<file path="config.mk">
export PLATFORM = sky130hd
export DESIGN_NAME = gated_register
export DESIGN_NICKNAME = d
export VERILOG_FILES = /design/src/rtl/gated_register_pkg.sv /design/src/rtl/gated_register.sv
export SDC_FILE = /design/constraint.sdc
export NUM_CORES = 1
export LEC_CHECK = 0
export ABC_AREA = 1
export CELL_PAD_IN_SITES_DETAIL_PLACEMENT = 1
export CELL_PAD_IN_SITES_GLOBAL_PLACEMENT = 2
export CORE_MARGIN = 1.5
export CORE_UTILIZATION = 20
export CTS_CLUSTER_SIZE = 14
export DETAILED_ROUTE_END_ITERATION = 10
export PLACE_DENSITY_LB_ADDON = 0.1
export SLEW_MARGIN = 20
export SYNTH_ARGS = -nofsm -noshare
export SYNTH_HDL_FRONTEND = slang
export SYNTH_SLANG_ARGS = --single-unit
export TNS_END_PERCENT = 1
</file>
<file path="constraint.sdc">
create_clock -name i_w_clk -period 1.5 [get_ports i_w_clk]
set_clock_uncertainty 0.15 [all_clocks]
set_input_delay 0.3 -clock i_w_clk [delete_from_list [all_inputs] [get_ports i_w_clk]]
set_output_delay 0.3 -clock i_w_clk [all_outputs]
set_load 0.03 [all_outputs]
</file>
<file path="src/rtl/gated_register_pkg.sv">
// Common constants shared by the gated_register block and its users.
package gated_register_pkg;

  // Project-wide default datapath width.
  localparam int DATA_WIDTH = 8;

endpackage : gated_register_pkg

</file>
<file path="src/rtl/gated_register.sv">
// gated_register: one stored word with a write enable and an output enable.
// The stored word is presented on o_w_out only while i_w_oe is high; otherwise
// the output is driven to zero so a higher level can OR/mux several cells onto
// a shared read bus without tri-states.
module gated_register
  import gated_register_pkg::*;
#(
  parameter int p_data_width = DATA_WIDTH
) (
  input  logic                    i_w_clk,
  input  logic                    i_w_reset,
  input  logic [p_data_width-1:0] i_w_in,
  input  logic                    i_w_we,
  input  logic                    i_w_oe,
  output logic [p_data_width-1:0] o_w_out
);

  logic [p_data_width-1:0] r_data;

  // Storage: reset has priority over a write, otherwise hold.
  always_ff @(posedge i_w_clk) begin
    if (i_w_reset) begin
      r_data <= '0;
    end else if (i_w_we) begin
      r_data <= i_w_in;
    end
  end

  // Output gating is combinational so i_w_oe acts with zero latency.
  assign o_w_out = i_w_oe ? r_data : '0;

endmodule : gated_register

</file>
==> out/summary.txt, run 1 <==
Count of maximum capacitance violations - 0
Sequential-to-total area share from yosys stat - 36.1%
Initial antenna violation count - 0
Number of synthesized flops with an enable pin - 0
Worst flop-to-flop path endpoint - r_data[5]
Count of mapped cells out of synthesis - 68
Setup TNS - 0 ps
WL per Instance - 8.25 µm
Vias in the first global route - 404
Largest Register - r_data
Actual slew at the worst max-slew pin - 136 ps
FF-to-FF Start - r_data[5]
Slew HR - 90.9%
Buffer type at the clock tree root - clkbuf_4
Fraction of synthesis flops using an asynchronous set or reset pin - 0%
Global Route Usage Sum - 9.26%
Half-perimeter wire length after placement - 707 µm
Max Fanout on Critical Path - 4
Total CTS buffers - 3
Yosys warning total - 0
Final global-route overflow total - 0
CTS hold repair buffers - 0
Distinct cells, synth - 11
Buffers and inverters on the worst path - 4
Type of origin of the critical path - input pin
Net count after synthesis - 80
Final Hold Vio Count - 0
CP delay by family, top - buffers and inverters
Biggest area consumer among synthesized cells - dfxtp_1
Fmax achieved - 722 MHz
Fraction of post-synthesis cell area in the top cell type by area - 36.1%
Core region area - 2020 µm²
Worst ir drop on vdd - 303 µV
Post-place setup slack - -115 ps
Worst Setup End Kind - output pin
Mean area per synthesized cell - 6.53 µm²
Final weighted congestion in routability-driven placement - 0.709
WP data required - 1050 ps
Cell types occupying the most area after synthesis - dfxtp_1 (36%), nand2_1 (17%), inv_1 (12%)
Most common cell in the synthesized netlist - nand2_1
Count of nets left with antenna violations after detail routing - 0
Hold Crit Class - flop to flop
Number of top-level pins - 20
Num Clock Sinks - 8
Vias - 421
Endpoint of the worst hold-timing path - r_data[3]
Count of buffers from port buffering - 19
Number of iterations in the first detailed-routing pass - 2
Final period demand of the worst path - 1390 ps
Pin count of the biggest net entering global routing - 17
Max Slew Vio Count - 0
Cell at the slowest stage of the critical path - dlygate4sd2_1
Outcome - complete, no violations
Antenna cell count - 0
Series of cell instances along the critical path - dlygate4sd2_1 > buf_6 > nand2_1 > inv_1 > buf_6
Largest register FFs - 8
First-pass GRT wire length - 1630 µm
Number of nets in the finished design - 104
Worst stage delay on the critical path - 270 ps
DRC marker count from the first detailed-route iteration - 6
Depth of the worst register-to-register path - 2
Vias per cell - 3.60
Ratio of total power to cell area - 761 nW/µm²
Critical path arrival - 940 ps
Combined area of all synthesized cells - 444 µm²
Synth Register Bits - 8
H-tree lvl count - 1
Row count - 16
Area added between synthesis and finish - 58.9%
Crit path top cell by count - buf_6
Number of stages on the worst hold path - 2
Setup repair after global routing missed its margin - no
Clock buffer depth - 2
Category of the most critical setup path - input pin to output pin
Starting density of the core - 22.0%
Top FF cell, synth - dfxtp_1
Area of the die - 2510 µm²
Tcrit/Tclk final - 92.4%
Total length of routed wires - 965 µm
DR DRC count - 0
Count of endpoints failing setup in the final report - 0
Top Registers - r_data: 8 flops
Post-synth top cells - nand2_1 (20), inv_1 (14), nor2_1 (12)
Die H - 50.1 µm
Slack of the worst reg-to-reg path - 790 ps
Skew-Pair Late Insertion Delay - 250 ps
Fraction of layout instances using a drive strength above 1 - 27.8%
Hold Startpoint - r_data[3]
CTS tree - done
Leakage - 0.406 nW
Clock-pin slew of the registers on the worst-case setup and hold paths - 50 ps
Die outline width - 50.1 µm
Worst-case setup margin in the final layout - 114 ps
==> logic make-up (layout without fill, tap and decap cells) <==
family,after synthesis,after routing,synth area share [%]
AND/OR/NAND/NOR,40,40,40.6
flip-flops,8,8,36.1
buffers and inverters,20,42,23.4
==> worst max path at each step <==
stage / start / to / depth (start not counted)
final: i_w_oe / o_w_out[2] / 5
after global routing: i_w_oe / o_w_out[0] / 5
after global placement: i_w_oe / o_w_out[2] / 5
after CTS: i_w_oe / o_w_out[3] / 5
after detailed placement: i_w_oe / o_w_out[1] / 5
after floorplan: i_w_oe / o_w_out[4] / 3
==> timing repair <==
action / in CTS / in global routing
setup endpoints to repair: 8 / 0
setup buffers: 0 / 0
gates resized for setup: 11 / 0
==> power by group <==
group | switching (mW) | internal (mW)
clock network | 0.0687 | 0.0912
logic | 0.0692 | 0.0724
registers | 0.00778 | 0.228
==> worst reg2reg max path: cells and delay by family, from the launching register on <==
family,cells,cell delay [ps]
DFF,1,320
and+or+nand+nor,2,140
==> per-layer routing <==
layer  vias to the layer above  global-route usage (%)  routed length [µm]  share of wire, %
li1                        229                       -                   -                 -
met1                       173                    9.39                 400                41
met2                        17                    14.5                 462                48
met3                         2                    4.55                  73               7.6
met4                         0                    6.94                  29               3.0
met5                         -                       0                   0                 0
==> final cells by class <==
cell class	instances	area [µm²]
Tap cell	27	33.8
Multi-Input combinational cell	40	180
Fill cell	259	1320
Timing Repair Buffer	22	241
Sequential cell	8	160
Clock buffer	3	22.5
Inverter	17	67.6
==> metrics by stage <==
stage / area, µm² / power [mW] / cells / hold slack [ps] / utilization, %
6_report: 706 / 0.537 / 117 / 321 / 34.9
5_1_grt: 706 / 0.573 / 117 / 347 / 34.9
4_1_cts: 706 / 0.545 / 117 / 323 / 34.9
3_5_place_dp: 647 / 0.375 / 114 / 316 / 32.0
3_3_place_gp: 647 / 0.373 / 114 / 307 / 32.0
2_1_floorplan: 444 / 0.319 / 68 / 299 / -
==> cells in the final DEF (no fill, tap or decap), drive strengths merged <==
cell type,count
dfxtp,8
nor2,16
clkbuf,3
dlygate4sd2,1
nand2,24
buf,11
clkinv,3
clkdlybuf4s50,10
inv,14
Note: power is estimated with default switching activity, not from simulation.
==> run 2: changes to the inputs <==
--- a/config.mk
+++ b/config.mk
@@ -5,11 +5,9 @@
 export SDC_FILE = /design/constraint.sdc
 export NUM_CORES = 1
 export LEC_CHECK = 0
-export ABC_AREA = 1
 export CELL_PAD_IN_SITES_DETAIL_PLACEMENT = 1
 export CELL_PAD_IN_SITES_GLOBAL_PLACEMENT = 2
-export CORE_MARGIN = 1.5
-export CORE_UTILIZATION = 20
+export CORE_UTILIZATION = 18
 export CTS_CLUSTER_SIZE = 14
 export DETAILED_ROUTE_END_ITERATION = 10
 export PLACE_DENSITY_LB_ADDON = 0.1
==> constraint.sdc (replaced) <==
create_clock -name i_w_clk -period 1.37 [get_ports i_w_clk]
set_clock_uncertainty 0.15 [all_clocks]
set_input_delay 0.274 -clock i_w_clk [delete_from_list [all_inputs] [get_ports i_w_clk]]
set_output_delay 0.274 -clock i_w_clk [all_outputs]
set_load 0.03 [all_outputs]
==> run 2 against run 1 <==
  * Final area fell by 21%
  * Final cell count fell by 31%
  * Synthesized area fell by 25%
  * Die area fell by 19%
  * Worst hold slack improved by 24 ps
  * Setup slack got worse by 26 ps
  * Sequential share of layout area rose by 5.9 points
  * Via count fell by 25%
  * Clock power rose by 5%
  * Sequential cell count did not move
  * Synthesized cell count fell by 50%
  * Critical path depth fell by 2
  * Critical path type unchanged
  * Critical endpoint is now o_w_out[6]
  * Largest power group unchanged
==> out/summary.txt, run 2 <==
Final global-route overflow total - 0 (unchanged)
Total length of routed wires - 941 µm (was 965 µm)
Core region area - 1750 µm² (was 2020 µm²)
Largest register FFs - 8 (unchanged)
Leakage - 0.261 nW (was 0.406 nW)
Top FF cell, synth - dfxtp_1 (unchanged)
Ratio of total power to cell area - 945 nW/µm² (was 761 nW/µm²)
Placed standard-cell area - 537 µm² (was 647 µm²)
Fraction of synthesis flops using an asynchronous set or reset pin - 0% (unchanged)
Global-route met1 utilization - 8.05% (was 9.39%)
Fraction of the mapped netlist area in simple logic gates - 23.9% (was 40.6%)
Fraction of layout instances using a drive strength above 1 - 25.0% (was 27.8%)
Worst ir drop on vdd - 390 µV (was 303 µV)
Skew-Pair Late Insertion Delay - 240 ps (was 250 ps)
Placed cell count - 78 (was 114)
Max Slew Vio Count - 0 (unchanged)
CTS tree - done (unchanged)
Seq pwr share - 47.9% (was 43.9%)
Initial antenna violation count - 0 (unchanged)
Slack of the worst reg-to-reg path - 600 ps (was 790 ps)
Half-perimeter wire length after placement - 793 µm (was 707 µm)
Outcome - complete, no violations (unchanged)
Total CTS buffers - 3 (unchanged)
Critical path origin - i_w_oe (unchanged)
Number of iterations in the first detailed-routing pass - 1 (was 2)
Top Registers - r_data: 8 flops (unchanged)
Multiplexer share of the synthesized area - 23.9% (was 0%)
Number of nets in the finished design - 70 (was 104)
Number of synthesized flops with an enable pin - 0 (unchanged)
Combined area of all synthesized cells - 335 µm² (was 444 µm²)
Top library cells by usage in the layout, fill and taps aside - clkdlybuf4s50_1 (10), buf_4 (10) (was nand2_1 (20), inv_1 (14), nor2_1 (12))
Area added between synthesis and finish - 67.2% (was 58.9%)
Post-CTS Setup Bufs - 0 (unchanged)
Row count - 15 (was 16)
Slew HR - 78.8% (was 90.9%)
Max Fanout on Critical Path - 8 (was 4)
Die H - 45.2 µm (was 50.1 µm)
Count of buffers from port buffering - 19 (unchanged)
Hold Crit Class - flop to flop (unchanged)
Worst Setup End Kind - output pin (unchanged)
H-tree lvl count - 1 (unchanged)
Count of endpoints failing setup in the final report - 0 (unchanged)
DRC marker count from the first detailed-route iteration - 0 (was 6)
Category of the most critical setup path - input pin to output pin (unchanged)
Fill cell count - 211 (was 259)
WP data required - 950 ps (was 1050 ps)
Distinct cells, synth - 6 (was 11)
Portion of total power attributed to combinational logic - 20.4% (was 26.4%)
WL per Instance - 11.6 µm (was 8.25 µm)
Worst flop-to-flop path endpoint - r_data[6] (was r_data[5])
Starting density of the core - 19.2% (was 22.0%)
Setup repair after global routing missed its margin - no (unchanged)
Final period demand of the worst path - 1280 ps
Mean area per synthesized cell - 9.86 µm² (was 6.53 µm²)
Count of maximum capacitance violations - 0 (unchanged)
Fmax achieved - 780 MHz
Die outline width - 45.2 µm (was 50.1 µm)
FF-to-FF Start - r_data[6] (was r_data[5])
Core utilization of the finished layout - 32.1% (was 34.9%)
Post-place setup slack - -279 ps (was -115 ps)
Pin count of the biggest net entering global routing - 9 (was 17)
CTS hold repair buffers - 0 (unchanged)
Biggest area consumer among synthesized cells - dfxtp_1 (unchanged)
Fraction of post-synthesis cell area in the top cell type by area - 47.8% (was 36.1%)
Critical Path End - o_w_out[6] (was o_w_out[2])
M3 GR Usage - 6.00% (was 4.55%)
Largest family of logic cells by synthesized area - simple AND/OR/NAND/NOR gates (unchanged)
Most used routing layer - met2 (unchanged)
Design internal power - 0.406 mW (was 0.392 mW)
Final weighted congestion in routability-driven placement - 0.627 (was 0.709)
Switching power of the nets - 0.124 mW (was 0.146 mW)
Yosys warning total - 0 (unchanged)
Worst-case setup margin in the final layout - 88.1 ps (was 114 ps)
Sequential-to-total area share from yosys stat - 47.8% (was 36.1%)
First-pass GRT wire length - 1470 µm (was 1630 µm)
Clock-pin slew of the registers on the worst-case setup and hold paths - 50 ps (about the same)
Post-synth top cells - and2_1 (8), dfxtp_1 (8), mux2i_1 (8), nor2_1 (8) (was nand2_1 (20), inv_1 (14), nor2_1 (12))
Clock buffer depth - 2 (unchanged)
Critical path arrival - 860 ps (was 940 ps)
Share of synthesized cell area in full adder, half adder and majority cells - 0% (unchanged)
Tcrit/Tclk final - 93.6%
Vias per cell - 3.89 (was 3.60)
Antenna cell count - 0 (unchanged)
Final Hold Vio Count - 0 (unchanged)
Final design area excluding fillers - 561 µm² (was 706 µm²)
Synth Register Bits - 8 (unchanged)
Number of top-level pins - 20 (unchanged)
Cell types occupying the most area after synthesis - dfxtp_1 (48%), mux2i_1 (24%), and2_1 (15%) (was dfxtp_1 (36%), nand2_1 (17%), inv_1 (12%))
XOR/XNOR share of the synthesized area - 0% (unchanged)
Net count after synthesis - 46 (was 80)
Actual slew at the worst max-slew pin - 318 ps (was 136 ps)
Type of origin of the critical path - input pin (unchanged)
Worst hold slack after final layout - 344 ps (was 321 ps)
Vias - 315 (was 421)
Depth of the worst register-to-register path - 2 (unchanged)
Buffer type at the clock tree root - clkbuf_4 (unchanged)
Total area of multi-input combinational cells - 160 µm² (was 180 µm²)
Largest Register - r_data (unchanged)
Compound-gate portion of the synthesized area - 0% (unchanged)
Non-Filler Instances - 81 (was 117)
Num Clock Sinks - 8 (unchanged)
Area of the die - 2040 µm² (was 2510 µm²)
DR DRC count - 0 (unchanged)
Met2 demand-to-capacity share in global routing - 22.0% (was 14.5%)
Clock power frac - 31.7% (was 29.8%)
Count of nets left with antenna violations after detail routing - 0 (unchanged)
Global Route Usage Sum - 10.8% (was 9.26%)
Area used by sequential logic in the layout - 160 µm² (unchanged)
Vias in the first global route - 364 (was 404)
Count of mapped cells out of synthesis - 34 (was 68)
Switching share of power - 23.4% (was 27.1%)
==> run 2: changes by cell type after synthesis, sizes merged <==
cell	before	now
clkinv	3	0
buf	3	2
inv	14	0
nand2	24	0
and2	0	8
nor2	16	8
mux2i	0	8
==> run 2: per-layer routing <==
layer  wire [µm]  vias to the layer above  share of wire [%]
met5           0                        -                  0
met1         337                      150                 36
met4           0                        0                  0
met3          61                        0                6.5
li1            -                      152                  -
met2         542                       13                 58
==> run 2: cells by family after synthesis <==
family,Yosys count
and+or+nand+nor,16
buffers and inverters,2
muxes,8
DFF,8
==> run 2: repair_timing <==
| action | CTS | global route |
|---|---|---|
| resized for setup | 3 | 0 |
| hold endpoints to repair | 0 | 0 |
| endpoints found under the setup margin | 8 | 0 |
==> run 2: final cells by class <==
class | instances | area share, %
sequential | 8 | 28.6
multi-input combinational | 24 | 28.6
tap | 25 | 5.58
clock buffer | 3 | 4.02
timing repair buffer | 21 | 33.3
==> run 2: stage by stage <==
step / TNS, ps / power (mW)
6_report: 0 / 0.530
5_1_grt: 0 / 0.569
4_1_cts: 0 / 0.544
3_5_place_dp: -2700 / 0.369
3_3_place_gp: -2110 / 0.362
2_1_floorplan: 0 / 0.310
==> run 2: worst min path at each step <==
stage	startpoint	end	cells past startpoint
5_1_grt	r_data[2]	r_data[2]	2
3_5_place_dp	r_data[7]	r_data[7]	2
3_3_place_gp	r_data[0]	r_data[0]	2
4_1_cts	r_data[7]	r_data[7]	2
6_report	r_data[7]	r_data[7]	2
2_1_floorplan	i_w_in[0]	r_data[0]	2
==> run 2: critical path, stage by stage <==
cell             delay, ps
clkdlybuf4s15_2        240
and2_1                 180
buf_4                  160
==> run 2: power by group through the flow <==
stage                     clock network (mW)  registers, mW  logic, mW
after floorplan                            0          0.256     0.0543
after global placement                     0          0.257      0.105
after detailed placement                   0          0.258      0.111
after CTS                              0.180          0.253      0.110
after global routing                   0.199          0.254      0.115
final                                  0.168          0.253      0.108
